==> config.mk <==
export PLATFORM = sky130hd
export DESIGN_NAME = inst_fetcher
export DESIGN_NICKNAME = d
export VERILOG_FILES = /design/src/rtl/inst_fetcher_pkg.sv /design/src/rtl/inst_fetcher_icache.sv /design/src/rtl/inst_fetcher.sv
export SDC_FILE = /design/constraint.sdc
export NUM_CORES = 1
export LEC_CHECK = 0
export CORE_UTILIZATION = 38
export DETAILED_ROUTE_END_ITERATION = 7
export GPL_TIMING_DRIVEN = 0
export HOLD_SLACK_MARGIN = 0.05
export PLACE_DENSITY = 0.67
export SYNTH_ARGS = -nofsm -noshare
export SYNTH_HDL_FRONTEND = slang
export SYNTH_SLANG_ARGS = --single-unit
==> constraint.sdc <==
create_clock -name clk_in -period 11.6 [get_ports clk_in]
set_input_delay 2.32 -clock clk_in [delete_from_list [all_inputs] [get_ports clk_in]]
set_output_delay 2.32 -clock clk_in [all_outputs]
set_load 0.005 [all_outputs]
==> src/rtl/inst_fetcher_pkg.sv <==
// Shared definitions for the instruction fetcher: widths, boolean constants,
// fetcher state encodings and PC helpers.
package inst_fetcher_pkg;

    localparam int ADDRESS_WIDTH     = 32;
    localparam int INSTRUCTION_WIDTH = 32;

    localparam logic TRUE  = 1'b1;
    localparam logic FALSE = 1'b0;

    localparam logic [1:0] FETCH_IDLE     = 2'd0;
    localparam logic [1:0] FETCH_WAIT_MEM = 2'd1;
    localparam logic [1:0] FETCH_HOLD     = 2'd2;
    localparam logic [1:0] FETCH_DISCARD  = 2'd3;

    // Redirect targets may carry junk in the byte-offset bits.
    function automatic logic [ADDRESS_WIDTH-1:0] word_align(
        input logic [ADDRESS_WIDTH-1:0] addr
    );
        return addr & ~ADDRESS_WIDTH'(3);
    endfunction

    function automatic logic [ADDRESS_WIDTH-1:0] next_pc(
        input logic [ADDRESS_WIDTH-1:0] pc
    );
        return pc + ADDRESS_WIDTH'(4);
    endfunction

endpackage

==> src/rtl/inst_fetcher_icache.sv <==
// Direct-mapped, one-word-per-line instruction cache for the fetcher.
// Combinational lookup, synchronous fill, valid bits cleared asynchronously on reset.
module inst_fetcher_icache
    import inst_fetcher_pkg::*;
#(
    parameter int ICACHE_INDEX = 8
) (
    input  logic                         clk_in,
    input  logic                         rst_in,
    input  logic [ADDRESS_WIDTH-1:0]     lookup_addr_i,
    output logic                         hit_o,
    output logic [INSTRUCTION_WIDTH-1:0] data_o,
    input  logic                         fill_en_i,
    input  logic [ADDRESS_WIDTH-1:0]     fill_addr_i,
    input  logic [INSTRUCTION_WIDTH-1:0] fill_data_i
);

    localparam int LINES = 1 << ICACHE_INDEX;
    localparam int TAG_W = ADDRESS_WIDTH - ICACHE_INDEX - 2;

    logic [LINES-1:0]             valid_q;
    logic [TAG_W-1:0]             tag_q  [LINES];
    logic [INSTRUCTION_WIDTH-1:0] line_q [LINES];

    logic [ICACHE_INDEX-1:0] look_idx;
    logic [TAG_W-1:0]        look_tag;
    logic [ICACHE_INDEX-1:0] fill_idx;
    logic [TAG_W-1:0]        fill_tag;
    logic                    fill_ok;

    assign look_idx = lookup_addr_i[ICACHE_INDEX+1:2];
    assign look_tag = lookup_addr_i[ADDRESS_WIDTH-1:ICACHE_INDEX+2];
    assign fill_idx = fill_addr_i[ICACHE_INDEX+1:2];
    assign fill_tag = fill_addr_i[ADDRESS_WIDTH-1:ICACHE_INDEX+2];

    // Only word-aligned addresses ever reach the cache; misaligned ones never hit or fill.
    assign fill_ok = fill_en_i && (fill_addr_i[1:0] == 2'b00);
    assign hit_o   = valid_q[look_idx] && (tag_q[look_idx] == look_tag)
                     && (lookup_addr_i[1:0] == 2'b00);
    assign data_o  = line_q[look_idx];

    always_ff @(posedge clk_in or posedge rst_in) begin
        if (rst_in) begin
            valid_q <= '0;
        end else if (fill_ok) begin
            valid_q[fill_idx] <= TRUE;
        end
    end

    always_ff @(posedge clk_in) begin
        if (fill_ok) begin
            tag_q[fill_idx]  <= fill_tag;
            line_q[fill_idx] <= fill_data_i;
        end
    end

endmodule

==> src/rtl/inst_fetcher.sv <==
// Instruction fetcher: keeps the PC, fetches words from memory (predict not-taken),
// holds one instruction for the decoder and redirects on flush. Optional icache: ICACHE_EN.
module inst_fetcher
    import inst_fetcher_pkg::*;
#(
    parameter logic [31:0] RESET_PC     = 32'h0,
    parameter int          ICACHE_INDEX = 8
) (
    input  logic                         clk_in,
    input  logic                         rst_in,
    input  logic                         rdy_in,
    input  logic                         in_stall,
    input  logic                         in_clear,
    input  logic [ADDRESS_WIDTH-1:0]     in_clear_pc,
    output logic [INSTRUCTION_WIDTH-1:0] out_inst,
    output logic [ADDRESS_WIDTH-1:0]     out_pc,
    output logic                         out_fetch_valid,
    output logic                         out_mem_req,
    output logic [ADDRESS_WIDTH-1:0]     out_mem_addr,
    input  logic                         in_mem_valid,
    input  logic [INSTRUCTION_WIDTH-1:0] in_mem_inst
);

    if (ICACHE_INDEX < 1 || ICACHE_INDEX > 28) begin : g_bad_index
        $error("inst_fetcher: ICACHE_INDEX out of range");
    end

    logic [1:0]                   state_q,       state_d;
    logic [ADDRESS_WIDTH-1:0]     pc_q,          pc_d;
    logic [INSTRUCTION_WIDTH-1:0] inst_q,        inst_d;
    logic [ADDRESS_WIDTH-1:0]     out_pc_q,      out_pc_d;
    logic                         fetch_valid_q, fetch_valid_d;
    logic                         mem_req_q,     mem_req_d;
    logic [ADDRESS_WIDTH-1:0]     mem_addr_q,    mem_addr_d;

    logic [ADDRESS_WIDTH-1:0]     pc_plus4;
    logic                         cache_hit;
    logic [INSTRUCTION_WIDTH-1:0] cache_line;

    assign pc_plus4 = next_pc(pc_q);

`ifdef ICACHE_EN
    logic [ADDRESS_WIDTH-1:0] lookup_addr;
    logic                     fill_en;

    // In HOLD the lookup is for the successor so an accept can chain straight into it.
    assign lookup_addr = (state_q == FETCH_HOLD) ? pc_plus4 : pc_q;
    assign fill_en     = rdy_in && mem_req_q && in_mem_valid;

    inst_fetcher_icache #(
        .ICACHE_INDEX (ICACHE_INDEX)
    ) u_icache (
        .clk_in        (clk_in),
        .rst_in        (rst_in),
        .lookup_addr_i (lookup_addr),
        .hit_o         (cache_hit),
        .data_o        (cache_line),
        .fill_en_i     (fill_en),
        .fill_addr_i   (mem_addr_q),
        .fill_data_i   (in_mem_inst)
    );
`else
    assign cache_hit  = FALSE;
    assign cache_line = '0;
`endif

    always_comb begin
        state_d       = state_q;
        pc_d          = pc_q;
        inst_d        = inst_q;
        out_pc_d      = out_pc_q;
        fetch_valid_d = fetch_valid_q;
        mem_req_d     = mem_req_q;
        mem_addr_d    = mem_addr_q;

        if (in_clear) begin
            fetch_valid_d = FALSE;
            pc_d          = word_align(in_clear_pc);
            case (state_q)
                FETCH_WAIT_MEM, FETCH_DISCARD: begin
                    // A response arriving with the flush is simply dropped.
                    if (in_mem_valid) begin
                        mem_req_d = FALSE;
                        state_d   = FETCH_IDLE;
                    end else begin
                        state_d   = FETCH_DISCARD;
                    end
                end
                default: state_d = FETCH_IDLE;
            endcase
        end else begin
            case (state_q)
                FETCH_IDLE: begin
                    if (cache_hit) begin
                        fetch_valid_d = TRUE;
                        inst_d        = cache_line;
                        out_pc_d      = pc_q;
                        state_d       = FETCH_HOLD;
                    end else begin
                        mem_req_d     = TRUE;
                        mem_addr_d    = pc_q;
                        state_d       = FETCH_WAIT_MEM;
                    end
                end
                FETCH_WAIT_MEM: begin
                    if (in_mem_valid) begin
                        mem_req_d     = FALSE;
                        fetch_valid_d = TRUE;
                        inst_d        = in_mem_inst;
                        out_pc_d      = pc_q;
                        state_d       = FETCH_HOLD;
                    end
                end
                FETCH_HOLD: begin
                    if (fetch_valid_q && !in_stall) begin
                        pc_d = pc_plus4;
                        if (cache_hit) begin
                            inst_d   = cache_line;
                            out_pc_d = pc_plus4;
                        end else begin
                            fetch_valid_d = FALSE;
                            state_d       = FETCH_IDLE;
                        end
                    end
                end
                default: begin
                    if (in_mem_valid) begin
                        mem_req_d = FALSE;
                        state_d   = FETCH_IDLE;
                    end
                end
            endcase
        end
    end

    // rdy_in low freezes every register, including the effect of a pending flush.
    always_ff @(posedge clk_in or posedge rst_in) begin
        if (rst_in) begin
            state_q       <= FETCH_IDLE;
            pc_q          <= RESET_PC;
            inst_q        <= '0;
            out_pc_q      <= '0;
            fetch_valid_q <= FALSE;
            mem_req_q     <= FALSE;
            mem_addr_q    <= '0;
        end else if (rdy_in) begin
            state_q       <= state_d;
            pc_q          <= pc_d;
            inst_q        <= inst_d;
            out_pc_q      <= out_pc_d;
            fetch_valid_q <= fetch_valid_d;
            mem_req_q     <= mem_req_d;
            mem_addr_q    <= mem_addr_d;
        end
    end

    assign out_inst        = inst_q;
    assign out_pc          = out_pc_q;
    assign out_fetch_valid = fetch_valid_q;
    assign out_mem_req     = mem_req_q;
    assign out_mem_addr    = mem_addr_q;

endmodule
# --- Yosys cells after proc, flatten, opt, wreduce, memory -nomap -nowiden ---
# Cells that the tools add are included.
classes:
  eq_ne: 7
  reduce_logical: 14
  bitwise: 1
  n_addsub: 1
  n_mux: 18
op_table:
  columns: ["cell", "n"]
  rows:
  - ["$mux W32", 3]
  - ["$add A32 B3 Y32 const B", 1]
  - ["$mux W2", 6]
  - ["$reduce_and A4 Y1", 3]
  - ["$reduce_and A3 Y1", 3]
  - ["$mux W1", 6]
  - ["$ne A3 B3 Y1 const B", 2]
  - ["$pmux W2 S3", 1]
  - ["$eq A2 B2 Y1 const B", 2]
  - ["$pmux W1 S2", 2]
  - ["$reduce_bool A2 Y1", 2]
  - ["$reduce_bool A4 Y1", 1]
  - ["$reduce_bool A3 Y1", 1]
  - ["$eq A2 B1 Y1 const B", 1]
  - ["$logic_not A2 Y1", 1]
  - ["$ne A2 B1 Y1 const B", 1]
  - ["$ne A2 B2 Y1 const B", 1]
  - ["$reduce_or A2 Y1", 1]
  - ["$logic_and A1 B1 Y1", 1]
  - ["$logic_not A1 Y1", 1]
  - ["$not A1 Y1", 1]
totals:
  out_inout_bits: 98
  input_bits: 70
  elab_cells: 48
  register_bits: 132

# --- Depth between registers and ports, before layout ---
# Gate-level depths: netlist of the first run.
depth:
  ltp_word: 5
  mapped_depth: 7
  mapped_depth_nobuf: 6

# --- Worst setup path before layout of the first run ---
# No wires, ideal clock.
synth_timing:
  path_kind: "in2reg"
  start: "in rdy_in"
  end: "reg inst_q[0] (netlist: out_inst[0])"
  n_path_buf: 2
  arrival_ns: 3.650
  path_slack_ns: 7.825
  required_time_ns: 11.475
  stages: 6
  setup_ns: 0.125
  path_cell_list: "nand2b_1 > or2_2 > nor3b_1 > clkbuf_1 > buf_2 > mux2_2"
synth_between:
  elab_chain_len: 1
synth_lines:
  columns: ["item", "line", "source"]
  rows:
  - ["start, declared", "inst_fetcher.sv:11", "input logic rdy_in,"]
  - ["$reduce_and A4 Y1 (no line)", null, null]
  - ["end signal, assigned", "inst_fetcher.sv:149", "inst_q <= inst_d;"]
  - ["end, declared", "inst_fetcher.sv:30", "logic [INSTRUCTION_WIDTH-1:0] inst_q, inst_d;"]
# Every way passes these cells.
# A chain may end at the register's enable or synchronous reset.

# --- Worst setup path in the final report of the first run ---
layout_timing:
  start: "in rdy_in"
  end: "reg out_pc_q[13] (netlist: out_pc[13])"
layout_between:
  elab_chain_len: 1
layout_lines:
  columns: ["item", "line", "source"]
  rows:
  - ["$reduce_and A4 Y1 (no line)", null, null]
  - ["end signal, assigned", "inst_fetcher.sv:150", "out_pc_q <= out_pc_d;"]
  - ["end, declared", "inst_fetcher.sv:31", "logic [ADDRESS_WIDTH-1:0] out_pc_q, out_pc_d;"]
# Every way passes these cells.

==> metrics.cfg, run 1 <==
[detailed_routing]
drc = 0
routed_wl_mm = 15.1
num_vias = 4512
wl_per_cell_um = 17.8
via_per_inst = 5.31
ant_nets = 0
drtIter0Drc = 248
firstDrtPassIters = 5

[synthesis]
synth_area_leader_cell = dfrtp_1
synth.area.top_cells = dfrtp_1, mux2_2, a21oi_1
yosys_register_bits = 126
synth.most_common_cell = dfrtp_1
syn_inst = 469
synth.distinct_cells = 55
yosysWarnings = 0
synth_edf_count = 0
async_flop_share = 1.00
avgSynthCellArea_sq_um = 12.0
yosys-top-cells-count = dfrtp_1, mux2_2, nand2_1, nor2_1, a21oi_1
yosysTopAreaCellShare = 0.560
synth_area_sq_mm = 0.00563
ys_seq_area_frac = 0.560
synth_ff_type = dfrtp_1

[floorplan]
pin_count = 168
core-area_sq_mm = 0.0145
fp-row-count = 44
start_util = 0.389
die_x_um = 124
die_h_um = 124
die-area_sq_mm = 0.0153

[worst_setup_path]
rr_worst_depth = 5
r2r_start = pc_q[2]
cp-start-kind = input port
slowest_stage = clkdlybuf4s50_1
r2r-end = pc_q[24]
cp_max_fo = 10
cp.arrival_ns = 4.60
crit_type = input port to flop
r2r_slack_ns = 9.09
crit_chain = clkdlybuf4s50_1 > nand2b_1 > or2_2 > nor3b_1 > clkbuf_1 > buf_2 > mux2_2
cp.required_ns = 11.89
max_stage_delay_ns = 0.51
end_kind = flop

[worst_hold_path]
worstHoldEndpoint = out_mem_addr[19]
min_path_type = flop to flop
worstHoldStart = out_mem_addr[19]
holdPathStages = 1

[timing]
fin_setup_tns_ns = 0
fin_skew_ns = 0.0141
rsz0062_at_grt = false
worst_slack_ns = 7.29
holdWs_ns = 0.504
min_period_over_period = 0.372
relSlewSlack = 0.376
max_clock_freq_mhz = 232
hold_violations = 0
min_period_ns = 4.31
finalMaxSlewViolations = 0
worstMarginPinSlew_ns = 0.928
setup_viol = 0

[cts]
tritoncts = built
clock_sinks = 126
insertion_delay_ns = 0.42
clockBufferDepth = 2
post_cts_buffers = 0
htree_levels = 4
cts_buffers = 17
cts_hold_buffers = 0
cts_resized = 0
clk_pin_slew_worst_paths_ns = 0.05
cts-root-buf = clkbuf_16

[pwr]
seqPwrFrac = 0.395
power_switching_uw = 512
swShare = 0.273
power_density_mw_per_mm2 = 233
internal-power_mw = 1.36
peakVddDrop_mv = 0.118
p_comb_frac = 0.347
leakage_nw = 3.31
total_power_mw = 1.87
pwr-share-clk = 0.258

[cells_and_area]
layout.cells.non_filler = 849
final_layout_size_suffix_gt1_frac = 0.227
post-route-util = 0.556
area_growth_pct = 43.1
multi_input_area_sq_mm = 0.00226
regArea_sq_mm = 0.00315
nFillCells = 1258
fin_nets = 723
design_area_sq_mm = 0.00805
n_antenna_cell = 0

[global_routing]
grt_use_total = 0.205
grt_pass1_vias = 4546
grt_max_degree = 72
grt_pass1_wl_mm = 23.5
antenna_found_initial = 0
grt_overflow = 0

[place]
io_buffers = 160
dpl.cell_count = 817
placed_cell_area_sq_mm = 0.00750
hpwl_mm = 10.8
pre_cts_ws_ns = 6.86
gp_congestion = 0.840

[run_status]
status = completed

[job]
maxCapViolations = 0

placed cells by master, fill, tap and decap left out, drive strengths merged, types with 10 or more instances in the layout:
cell type        n
clkbuf          38
nand2           27
nand3           13
nor2            26
buf             20
clkdlybuf4s50  160
nand4           15
dfrtp          126
a21oi           23
o22ai           10
mux2            92
o21ai           23
per-layer routing:
metal | GRT usage | vias to the layer above | wire length, um
li1 | - | 2070 | -
met1 | 0.258 | 2249 | 6360
met2 | 0.325 | 170 | 7430
met3 | 0.0577 | 23 | 968
met4 | 0.0956 | 0 | 350
met5 | 0 | - | 0
state kept, by name, summed over array words and instances, names as in the netlist:
name / flops
out_fetch_valid: 1
out_inst: 32
out_mem_addr: 30
out_mem_req: 1
out_pc: 30
pc_q: 30
state_q: 2
kinds of logic (layout without fill, tap and decap cells):
kind of cell,count (synthesis),after routing,share of synthesized area
simple gates,114,114,0.110
buf+inv,44,237,0.0400
flops,126,126,0.560
compound gates,89,89,0.0996
other cells,1,4,0.000666
fa+ha+maj,1,1,0.00222
mux,94,94,0.188
power groups by stage:
stage / registers (mW) / logic [mW] / clock network (mW)
after floorplan: 0.741 / 0.242 / 0
after global placement: 0.737 / 0.644 / 0
after detailed placement: 0.748 / 0.655 / 0
after CTS: 0.743 / 0.659 / 0.493
after global routing: 0.768 / 0.702 / 0.515
final: 0.740 / 0.650 / 0.483
worst max-delay path by stage:
stage,start,endpoint,slack (ns),cells after the start
CTS,rdy_in,out_pc[13],7.29,7
global route,rdy_in,out_pc[14],7.16,7
global placement,rst_in,out_mem_addr[17],4.26,2
floorplan,rst_in,out_fetch_valid,5.92,1
finish,rdy_in,out_pc[13],7.29,7
detailed placement,rdy_in,out_pc[13],6.86,7
final cells by class:
class                   instances  area share
flip-flops and latches        126       0.392
repair buffers                161       0.202
clock inverters                10     0.00793
clock buffers                  22      0.0601
well taps                     184      0.0286
multi-input cells             302       0.281
inverters                       9     0.00482
plain buffers                  35      0.0238
worst max-delay path: cells and delay by family:
family / cells / cell delay [ns]
AND/OR/NAND/NOR: 3 / 0.61
buffers and inverters: 3 / 1.30
multiplexers: 1 / 0.38
Note: power is estimated with default switching activity, not from simulation.
==> inputs of run 2 (changes only) <==
--- a/config.mk
+++ b/config.mk
@@ -9,7 +9,7 @@
 export DETAILED_ROUTE_END_ITERATION = 7
 export GPL_TIMING_DRIVEN = 0
 export HOLD_SLACK_MARGIN = 0.05
-export PLACE_DENSITY = 0.67
+export PLACE_DENSITY = 0.69
 export SYNTH_ARGS = -nofsm -noshare
 export SYNTH_HDL_FRONTEND = slang
 export SYNTH_SLANG_ARGS = --single-unit
==> constraint.sdc (replaced) <==
create_clock -name clk_in -period 3.6 [get_ports clk_in]
set_input_delay 0.72 -clock clk_in [delete_from_list [all_inputs] [get_ports clk_in]]
set_output_delay 0.72 -clock clk_in [all_outputs]
set_load 0.005 [all_outputs]
==> metrics.cfg, run 2 (synthesis results as in run 1) <==
[run_status]
status = completed

[worst_setup_path]
cp.required_ns = 3.89  ; -8.00 ns
crit_type = input port to flop
cp-start-kind = input port
cp_max_fo = 10  ; unchanged
end_kind = flop
cp.arrival_ns = 2.93  ; -1.67 ns

[pwr]
peakVddDrop_mv = 0.330  ; +180%
power_density_mw_per_mm2 = 772  ; +230%
leakage_nw = 3.35  ; +1.2%

[timing]
finalMaxSlewViolations = 0  ; unchanged
min_period_over_period = 0.732
hold_violations = 0  ; unchanged
max_clock_freq_mhz = 380
relSlewSlack = 0.377  ; +0.000668
min_period_ns = 2.63
setup_viol = 0  ; unchanged
fin_setup_tns_ns = 0  ; unchanged
worst_slack_ns = 0.966  ; -6.32 ns
fin_skew_ns = 0.00715  ; -0.00699 ns
rsz0062_at_grt = false
worstMarginPinSlew_ns = 0.932  ; +0.00418 ns

[floorplan]
pin_count = 168  ; unchanged
die_x_um = 124  ; unchanged
die_h_um = 124  ; unchanged
core-area_sq_mm = 0.0145  ; unchanged
start_util = 0.389  ; unchanged
fp-row-count = 44  ; unchanged
die-area_sq_mm = 0.0153  ; unchanged

[detailed_routing]
via_per_inst = 5.45  ; +2.5%
wl_per_cell_um = 17.9  ; +0.74%
drc = 0  ; unchanged
routed_wl_mm = 15.2  ; +0.74%
firstDrtPassIters = 5  ; unchanged
drtIter0Drc = 277  ; +12%
ant_nets = 0  ; unchanged
num_vias = 4624  ; +2.5%

[cts]
htree_levels = 4  ; unchanged
tritoncts = built
post_cts_buffers = 0  ; unchanged
clockBufferDepth = 2  ; unchanged
cts_buffers = 17  ; unchanged
cts_resized = 0  ; unchanged
clock_sinks = 126  ; unchanged
cts_hold_buffers = 0  ; unchanged
insertion_delay_ns = 0.41  ; about the same
cts-root-buf = clkbuf_16
clk_pin_slew_worst_paths_ns = 0.05  ; about the same

[cells_and_area]
regArea_sq_mm = 0.00315  ; unchanged
area_growth_pct = 44.6
layout_commonest_cell = clkdlybuf4s50_1
nFillCells = 1233  ; -2.0%
n_antenna_cell = 0  ; unchanged
fin_nets = 724  ; +0.14%
largest_register_ffs = 32  ; unchanged
multi_input_area_sq_mm = 0.00226  ; unchanged
final_layout_size_suffix_gt1_frac = 0.229  ; +0.00150
mostFrequentLayoutCells = clkdlybuf4s50_1, dfrtp_1, mux2_2, nand2_1, nor2_1

[global_routing]
grt_overflow = 0  ; unchanged
antenna_found_initial = 0  ; unchanged
grt_pass1_wl_mm = 23.8  ; +1.4%
grt_max_degree = 45  ; -38%
met3_usage = 0.0545  ; -0.00321
grt_pass1_vias = 4570  ; +0.53%
met2_usage = 0.326  ; +0.00104
met1_usage = 0.265  ; +0.00741
top_usage_layer = met2
grt_use_total = 0.207  ; +0.00189

[job]
maxCapViolations = 0  ; unchanged

[place]
hpwl_mm = 10.9  ; +1.2%
io_buffers = 160  ; unchanged
pre_cts_ws_ns = 0.558  ; -6.30 ns
gp_congestion = 0.861  ; +2.5%

[worst_hold_path]
min_path_type = flop to flop

run 2: cell count changes in the layout (fill, tap and decap cells not counted):
cell	change
buf_12	+2
buf_16	-1
bufinv_16	+4
clkbuf_1	-1
clkbuf_8	-2
clkinv_4	-1
inv_6	-1
run 2: per-layer routing:
| metal | part of all wire | up-vias |
|---|---|---|
| met5 | 0 | - |
| met4 | 0.026 | 0 |
| met3 | 0.066 | 33 |
| met2 | 0.49 | 191 |
| met1 | 0.41 | 2317 |
| li1 | - | 2083 |
run 2: path summary, 6_finish.rpt:
check | start | endpoint | slack (ns) | depth (start not counted)
worst min register to register | out_inst[29] | out_inst[29] | 0.50 | 1
worst max register to register | pc_q[2] | pc_q[24] | 1.12 | 5
min in group asynchronous | rst_in | out_inst[8] | 0.85 | 2
worst min-delay path | out_inst[29] | out_inst[29] | 0.50 | 1
worst max-delay path | rdy_in | out_pc[13] | 0.97 | 7
max in group asynchronous | rst_in | pc_q[10] | 1.75 | 4
run 2: power breakdown:
| part | total [mW] | leakage (nW) | internal, mW | switching, mW |
|---|---|---|---|---|
| Sequential | 2.39 | 1.51 | 2.01 | 0.378 |
| Clock | 1.79 | 0.300 | 1.18 | 0.610 |
| Combinational | 2.10 | 1.54 | 1.43 | 0.667 |
| Total | 6.28 | 3.35 | 4.63 | 1.66 |
run 2: layout make-up:
type                    count  share of cell area
clock buffers              19              0.0557
repair buffers            162               0.202
clock inverters            12              0.0206
well taps                 184              0.0283
multi-input cells         302               0.278
inverters                   9             0.00461
flip-flops and latches    126               0.388
plain buffers              35              0.0235
run 2: worst max-delay path, cell delays in order:
cell and delay [ns]:
clkdlybuf4s50_1 0.50, nand2b_1 0.09, or2_2 0.30, nor3b_1 0.18, clkbuf_1 0.35, buf_2 0.39, mux2_2 0.38
run 2: per-stage QoR:
step,std cells,utilization,total power [mW],cell area [sq um],hold slack (ns)
final,849,0.562,6.28,8140,0.500
after global routing,849,0.562,6.64,8140,0.521
after global placement,816,0.516,4.45,7470,0.488
after floorplan,472,-,3.17,5640,0.488
after detailed placement,818,0.519,4.53,7510,0.495
after CTS,849,0.562,6.34,8140,0.507
